===== config.mk =====
export PLATFORM = sky130hd
export DESIGN_NAME = ram8_16
export DESIGN_NICKNAME = d
export VERILOG_FILES = /design/src/rtl/ram8_16.sv
export SDC_FILE = /design/constraint.sdc
export NUM_CORES = 1
export LEC_CHECK = 0
export ABC_AREA = 1
export BUFFER_PORTS_ARGS = -buffer_cell sky130_fd_sc_hd__buf_2
export CELL_PAD_IN_SITES_DETAIL_PLACEMENT = 1
export CELL_PAD_IN_SITES_GLOBAL_PLACEMENT = 1
export CORE_ASPECT_RATIO = 1.25
export CORE_MARGIN = 4
export CORE_UTILIZATION = 47
export DETAILED_ROUTE_END_ITERATION = 10
export GPL_TIMING_DRIVEN = 1
export PLACE_DENSITY_LB_ADDON = 0.1
export SYNTH_ARGS = -nofsm -noshare
export SYNTH_HDL_FRONTEND = slang
export SYNTH_SLANG_ARGS = --single-unit

===== constraint.sdc =====
create_clock -name clk -period 2.3 [get_ports clk]
set_input_delay 0.69 -clock clk [delete_from_list [all_inputs] [get_ports clk]]
set_output_delay 0.69 -clock clk [all_outputs]
set_load 0.01 [all_outputs]

===== src/rtl/ram8_16.sv =====
// Eight-word register-file RAM with a registered, write-first read port and a
// self-timed clear-all sequence that zeroes one word per cycle.
module ram8_16 #(
   parameter int unsigned WIDTH = 16
) (
   input  logic             clk,
   input  logic             rst_n,
   input  logic [WIDTH-1:0] in,
   input  logic             load,
   input  logic [2:0]       addr,
   input  logic [2:0]       raddr,
   input  logic             clr,
   output logic [WIDTH-1:0] out,
   output logic             busy
);

   typedef enum logic [0:0] {StIdle, StClear} state_e;

   state_e           state_q, state_d;
   logic [2:0]       cnt_q, cnt_d;
   logic [WIDTH-1:0] mem_q [8];
   logic [WIDTH-1:0] out_q, out_d;

   logic             we;
   logic [2:0]       waddr;
   logic [WIDTH-1:0] wdata;

   always_comb begin
      state_d = state_q;
      cnt_d   = cnt_q;
      we      = 1'b0;
      waddr   = addr;
      wdata   = in;
      unique case (state_q)
         StIdle: begin
            if (clr) begin
               // clr beats a simultaneous load; the write is dropped.
               state_d = StClear;
               cnt_d   = 3'd0;
            end else if (load) begin
               we = 1'b1;
            end
         end
         StClear: begin
            we    = 1'b1;
            waddr = cnt_q;
            wdata = '0;
            cnt_d = cnt_q + 3'd1;
            if (cnt_q == 3'd7) begin
               state_d = StIdle;
            end
         end
         default: begin
            state_d = StIdle;
         end
      endcase
   end

   // Write-first: a word committed this edge to the read address is forwarded.
   always_comb begin
      out_d = mem_q[raddr];
      if (we && (waddr == raddr)) begin
         out_d = wdata;
      end
   end

   always_ff @(posedge clk) begin
      if (!rst_n) begin
         state_q <= StIdle;
         cnt_q   <= 3'd0;
         out_q   <= '0;
         for (int i = 0; i < 8; i++) begin
            mem_q[i] <= '0;
         end
      end else begin
         state_q <= state_d;
         cnt_q   <= cnt_d;
         out_q   <= out_d;
         if (we) begin
            mem_q[waddr] <= wdata;
         end
      end
   end

   assign out  = out_q;
   assign busy = (state_q == StClear);

endmodule

==> results.json, run 1 <==
{
  "ys_seq_area_share_pct": 62.5,
  "ys_types": 25,
  "grt_usage_pct": 25.6,
  "regArea_um2": 4240,
  "vias": 5438,
  "drive_above_1_share_pct": 15.8,
  "relSlewSlack_pct": 64.0,
  "clockRootBuffer": "clkbuf_16",
  "multi_input_area_um2": 2290,
  "wirelength_mm": 19.7,
  "drtPass1Iterations": 5,
  "synthAdderAreaFrac_pct": 0.369,
  "htreeDepth": 4,
  "grt_pass1_wl_mm": 31.2,
  "core_area_um2": 14000,
  "holdBufCountCts": 0,
  "critPathArrivalTime_ps": 2220,
  "critical_path_class": "flip-flop to flip-flop",
  "overflow": 0,
  "setup_viol": 0,
  "fin_skew_ps": 6.54,
  "final_antenna_net_count": 0,
  "hp-class": "flip-flop to flip-flop",
  "power_density_nw_per_um2": 828,
  "cts.clk_slew.worst_paths_ps": 60,
  "finalCriticalPeriod_ps": 2130,
  "diodes": 0,
  "synth.avg_cell_area_um2": 9.13,
  "rows": 48,
  "post-route-drc-count": 0,
  "ir_worst_vdd_mv": 0.827,
  "worstMarginPinSlew_ps": 539,
  "initial_core_util_pct": 48.5,
  "io_pins": 43,
  "yosysWarnings": 0,
  "place_hpwl_mm": 12.9,
  "syn_inst": 744,
  "nNetsFinal": 826,
  "synthArstFlopShare_pct": 0,
  "antenna_found_initial": 0,
  "slew_viol_final": 0,
  "synth_edf_count": 128,
  "synth-xor-area-share_pct": 0,
  "syn-num-nets": 772,
  "grt_pass1_vias": 5786,
  "muxShareOfSynthArea_pct": 0,
  "post_dp_cell_area_um2": 7310,
  "critPathRequiredTime_ps": 2400,
  "gp_congestion": 0.817,
  "rsz0062_at_grt": "no",
  "clock_latency_ps": 420,
  "stdcell_area_um2": 7900,
  "maxCapViolCount": 0,
  "areaGrowthSynthToFinish_pct": 16.3,
  "yosys.area.top_type_share_pct": 56.6,
  "post_drt_wl_per_cell_um": 20.0,
  "vias_per_cell": 5.52,
  "critPathMaxFanout": 21,
  "cts_setup_buffers": 0,
  "cts-buffers-inserted": 17,
  "synth-main-ff-cell": "edfxtp_1",
  "hold_viol": 0,
  "p_leak_nw": 3.37,
  "syn-cell-area_um2": 6790,
  "synthTopCellsByArea": "edfxtp_1 (57%), nand2_1 (14%), nor2_1 (9.6%), dfxtp_1 (5.9%), nand3_1 (5.1%)",
  "dieWidth_um": 115,
  "synth_top_family_by_area": "simple AND/OR/NAND/NOR gates",
  "fmax_mhz": 470,
  "cts_tree": "built",
  "yosys.area_share.simple_pct": 31.6,
  "fillers": 1634,
  "yosys.area.top_type": "edfxtp_1",
  "clk_path_buf_depth": 2,
  "die_h_um": 142,
  "status": "complete, no violations",
  "synth_compound_area_share_pct": 1.75,
  "grt_max_degree": 63,
  "drt_iter0_drc": 473,
  "die-area_um2": 16400,
  "synth-seq-cells": 148,
  "port_buffers": 42,
  "whs_ps": 489,
  "start_kind": "flip-flop",
  "setup-tns-final_ps": 0,
  "finalCritPeriodShare_pct": 92.5,
  "cp-end-kind": "flip-flop",
  "post_cts_resized": 0,
  "clock_sinks": 148
}
[report_power, final]
part | total [mW] | leakage (nW) | switching, mW | internal, mW
Sequential | 3.09 | 1.49 | 0.0418 | 3.05
Clock | 2.80 | 0.281 | 1.10 | 1.70
Combinational | 0.652 | 1.59 | 0.463 | 0.188
Total | 6.54 | 3.37 | 1.61 | 4.93
[state kept, by name (all words and copies together) (netlist names)]
register and count:
busy 1, cnt_q 3, mem_q 128, out 16
[cell families after synthesis]
logic type	count (synthesis)
AO/OA/AOI/OAI	21
buffers and inverters	50
AND/OR/NAND/NOR	523
adder cells (fa/ha/maj)	2
flip-flops	148
[per-layer routing]
layer  global-route usage (%)  share of wire (%)  vias up
li1                         -                  -     2534
met1                     31.5                 39     2687
met2                     45.1                 53      191
met3                     5.06                6.3       26
met4                     8.03                1.6        0
met5                        0                  0        -
[cells in the mapped netlist (3+ instances only)]
| library cell | instances |
|---|---|
| inv_1 | 7 |
| edfxtp_1 | 128 |
| nor2_4 | 3 |
| buf_6 | 4 |
| nand3_1 | 69 |
| buf_2 | 18 |
| buf_4 | 3 |
| nand2_1 | 260 |
| dfxtp_1 | 20 |
| o21ai_0 | 16 |
| buf_1 | 9 |
| nand2_4 | 3 |
| a21oi_1 | 3 |
| clkbuf_1 | 7 |
| nor2_1 | 174 |
| nand2_2 | 9 |
[worst max-delay path: stages (launching register included)]
cell	delay, ps
dfxtp_1	410
inv_4	290
nand2_1	160
nand2_1	180
inv_1	80
nor2_1	220
nand2_2	100
nand2_1	70
buf_4	290
[stage by stage]
stage	cells	utilization, %	setup slack, ps	total power, mW
after floorplan	744	-	146	3.53
after global placement	954	52.2	217	3.77
after detailed placement	954	52.2	161	3.80
after CTS	986	56.4	143	6.58
after global routing	986	56.4	17.4	6.78
final	986	56.4	172	6.54
[layout by cell type, fill, tap and decap left out, types with 3 or more instances in the layout]
cell type | synthesis | layout
clkinv_2 | 0 | 3
nor2_1 | 174 | 174
nand2_1 | 260 | 260
dfxtp_1 | 20 | 20
nor2_4 | 3 | 3
a21oi_1 | 3 | 3
buf_12 | 0 | 4
clkinvlp_4 | 0 | 3
clkinv_1 | 1 | 3
nand3_1 | 69 | 69
bufinv_16 | 0 | 3
nand2_2 | 9 | 9
inv_1 | 7 | 6
clkbuf_16 | 0 | 17
buf_2 | 18 | 42
o21ai_0 | 16 | 16
nand2_4 | 3 | 3
buf_4 | 3 | 30
edfxtp_1 | 128 | 128
[final timing paths]
path / from / endpoint / slack (ps) / depth (start not counted)
min: cnt_q[2]$_SDFFE_PN0P_ / cnt_q[2]$_SDFFE_PN0P_ / 490 / 2
min reg2reg: cnt_q[2]$_SDFFE_PN0P_ / cnt_q[2]$_SDFFE_PN0P_ / 490 / 2
max reg2reg: busy$_SDFF_PN0_ / mem_q[3][14]$_SDFFCE_PN0P_ / 170 / 8
max: busy$_SDFF_PN0_ / mem_q[3][14]$_SDFFCE_PN0P_ / 170 / 8
[final cells by class]
| class | count | share of cell area [%] |
|---|---|---|
| clock inverter | 14 | 2.04 |
| tap | 175 | 2.77 |
| clock buffer | 18 | 5.43 |
| sequential | 148 | 53.7 |
| timing repair buffer | 76 | 6.53 |
| multi-input combinational | 546 | 29.0 |
| inverter | 9 | 0.460 |
Power figures use the tool's default switching activity.
==> run 2, diff against run 1 <==
==> constraint.sdc (replaced) <==
create_clock -name clk -period 2.31 [get_ports clk]
set_input_delay 0.693 -clock clk [delete_from_list [all_inputs] [get_ports clk]]
set_output_delay 0.693 -clock clk [all_outputs]
set_load 0.01 [all_outputs]
==> run 2 against run 1 <==
Combinational power fell by 0.6%. Sequential cell count is the same. Final area rose by 0.52%. Global-route usage increased by 0.40 points. Highest routed layer unchanged. Fmax grew 2.5%. Worst setup slack better by 62 ps. Die area unchanged. Routed wire length up 1.0%. Largest cell class unchanged. Non-clock buffer count unchanged.
==> results.json, run 2 (synthesis results as in run 1) <==
{
  "core_area_um2": 14000,
  "setup_viol": 0,
  "relSlewSlack_pct": 64.3,
  "clock_latency_ps": 430,
  "cts.clk_slew.worst_paths_ps": 60,
  "die-area_um2": 16400,
  "maxCapViolCount": 0,
  "grt_usage_pct": 26.0,
  "r2r_start": "busy$_SDFF_PN0_",
  "diodes": 0,
  "worstMarginPinSlew_ps": 534,
  "fillers": 1619,
  "regArea_um2": 4240,
  "hold_viol": 0,
  "grt_max_degree": 63,
  "grt_pass1_vias": 5772,
  "cts_setup_buffers": 0,
  "drive_above_1_share_pct": 15.7,
  "place_hpwl_mm": 13.2,
  "io_pins": 43,
  "power_density_nw_per_um2": 846,
  "post_cts_resized": 0,
  "crit_path_frequent_cell": "nand2_1",
  "areaGrowthSynthToFinish_pct": 16.9,
  "critPathArrivalTime_ps": 2170,
  "drt_iter0_drc": 388,
  "critical-path-max-stage-delay_ps": 400,
  "overflow": 0,
  "cp-end-kind": "flip-flop",
  "htreeDepth": 4,
  "clock_sinks": 148,
  "grt_pass1_wl_mm": 31.5,
  "vias_per_cell": 5.55,
  "final_cells": 986,
  "start_kind": "flip-flop",
  "rsz0062_at_grt": "no",
  "critPathRequiredTime_ps": 2410,
  "final_cell_mix": "nand2_1 (260), nor2_1 (174), edfxtp_1 (128), nand3_1 (69), buf_2 (42)",
  "rows": 48,
  "cts_tree": "built",
  "status": "complete, no violations",
  "p_leak_nw": 3.39,
  "cts-buffers-inserted": 17,
  "startpoint": "busy$_SDFF_PN0_",
  "ir_worst_vdd_mv": 0.499,
  "post-route-drc-count": 0,
  "setup-tns-final_ps": 0,
  "die_h_um": 142,
  "path_depth": 8,
  "gp_congestion": 0.818,
  "path_delay_family": "buffers and inverters",
  "crit_buf_inv": 3,
  "largest_reg_flops": 128,
  "critPathMaxFanout": 21,
  "dieWidth_um": 115,
  "finalCritPeriodShare_pct": 89.9,
  "fmax_mhz": 482,
  "registers.top_by_ff_count": "mem_q",
  "port_buffers": 42,
  "initial_core_util_pct": 48.5,
  "critical_path_class": "flip-flop to flip-flop",
  "layout_commonest_cell": "nand2_1",
  "slew_viol_final": 0,
  "antenna_found_initial": 0,
  "cp_cell_sequence": "inv_4 -> nand2_1 -> nand2_1 -> inv_1 -> nor2_1 -> nand2_2 -> nand2_1 -> buf_4",
  "power.total_mw": 6.71,
  "drtPass1Iterations": 4,
  "vias": 5471,
  "post_drt_wl_per_cell_um": 20.2,
  "min_path_cells": 2,
  "holdBufCountCts": 0,
  "reg2regPathDepth": 8,
  "wirelength_mm": 19.9,
  "final_antenna_net_count": 0,
  "hp-class": "flip-flop to flip-flop",
  "min_from": "cnt_q[2]$_SDFFE_PN0P_",
  "fin_skew_ps": 11.5,
  "place_inst": 954,
  "clockRootBuffer": "clkbuf_16",
  "nNetsFinal": 826,
  "multi_input_area_um2": 2290,
  "finalCriticalPeriod_ps": 2080,
  "cpMaxStageDelayCell": "dfxtp_1",
  "clk_path_buf_depth": 2
}
[run 2: changes by cell type in the layout (fill, tap and decap cells not counted), moves of 2 or more]
cell	before	now
clkinvlp_4	3	1
clkbuf_1	1	3
clkinv_4	2	0
bufinv_16	3	5
[run 2: path summary, 6_finish.rpt]
check                                                  end  slack [ps]
worst max register to register  mem_q[3][14]$_SDFFCE_PN0P_         230
worst max-delay path            mem_q[3][14]$_SDFFCE_PN0P_         230
worst min register to register       cnt_q[2]$_SDFFE_PN0P_         490
worst min-delay path                 cnt_q[2]$_SDFFE_PN0P_         490
[run 2: routing by layer]
layer	track usage (%)	part of all wire (%)	up-vias
met3	4.76	5.3	31
met5	0	0	-
met1	31.8	40	2740
met2	45.5	53	166
li1	-	-	2534
met4	9.58	2.0	0
[run 2: cell type report]
class                           instances  area share, %
Clock inverter                         11           2.29
Sequential cell                       148           53.5
Clock buffer                           21           5.67
Timing Repair Buffer                   76           6.49
Multi-Input combinational cell        546           28.9
Tap cell                              175           2.76
Inverter                                9          0.457
[run 2: worst register-to-register path, cell delays in order, from the launching register on]
cell	delay [ps]
dfxtp_1	400
inv_4	290
nand2_1	150
nand2_1	170
inv_1	80
nor2_1	190
nand2_2	90
nand2_1	70
buf_4	300
[run 2: report_power, final]
| part | total, mW | leakage, nW | switching (mW) | internal [mW] |
|---|---|---|---|---|
| sequential | 3.08 | 1.49 | 0.0421 | 3.04 |
| clock | 2.99 | 0.308 | 1.05 | 1.93 |
| combinational | 0.648 | 1.59 | 0.460 | 0.188 |
| total | 6.71 | 3.39 | 1.56 | 5.16 |
[run 2: through the flow]
stage	area, µm²	hold slack, ps	util (%)	worst slack (ps)
finish	7940	493	56.7	234
global route	7940	526	56.7	34.0
CTS	7940	498	56.7	229
detailed placement	7310	489	52.2	219
global placement	7310	471	52.2	228
floorplan	6790	456	-	153
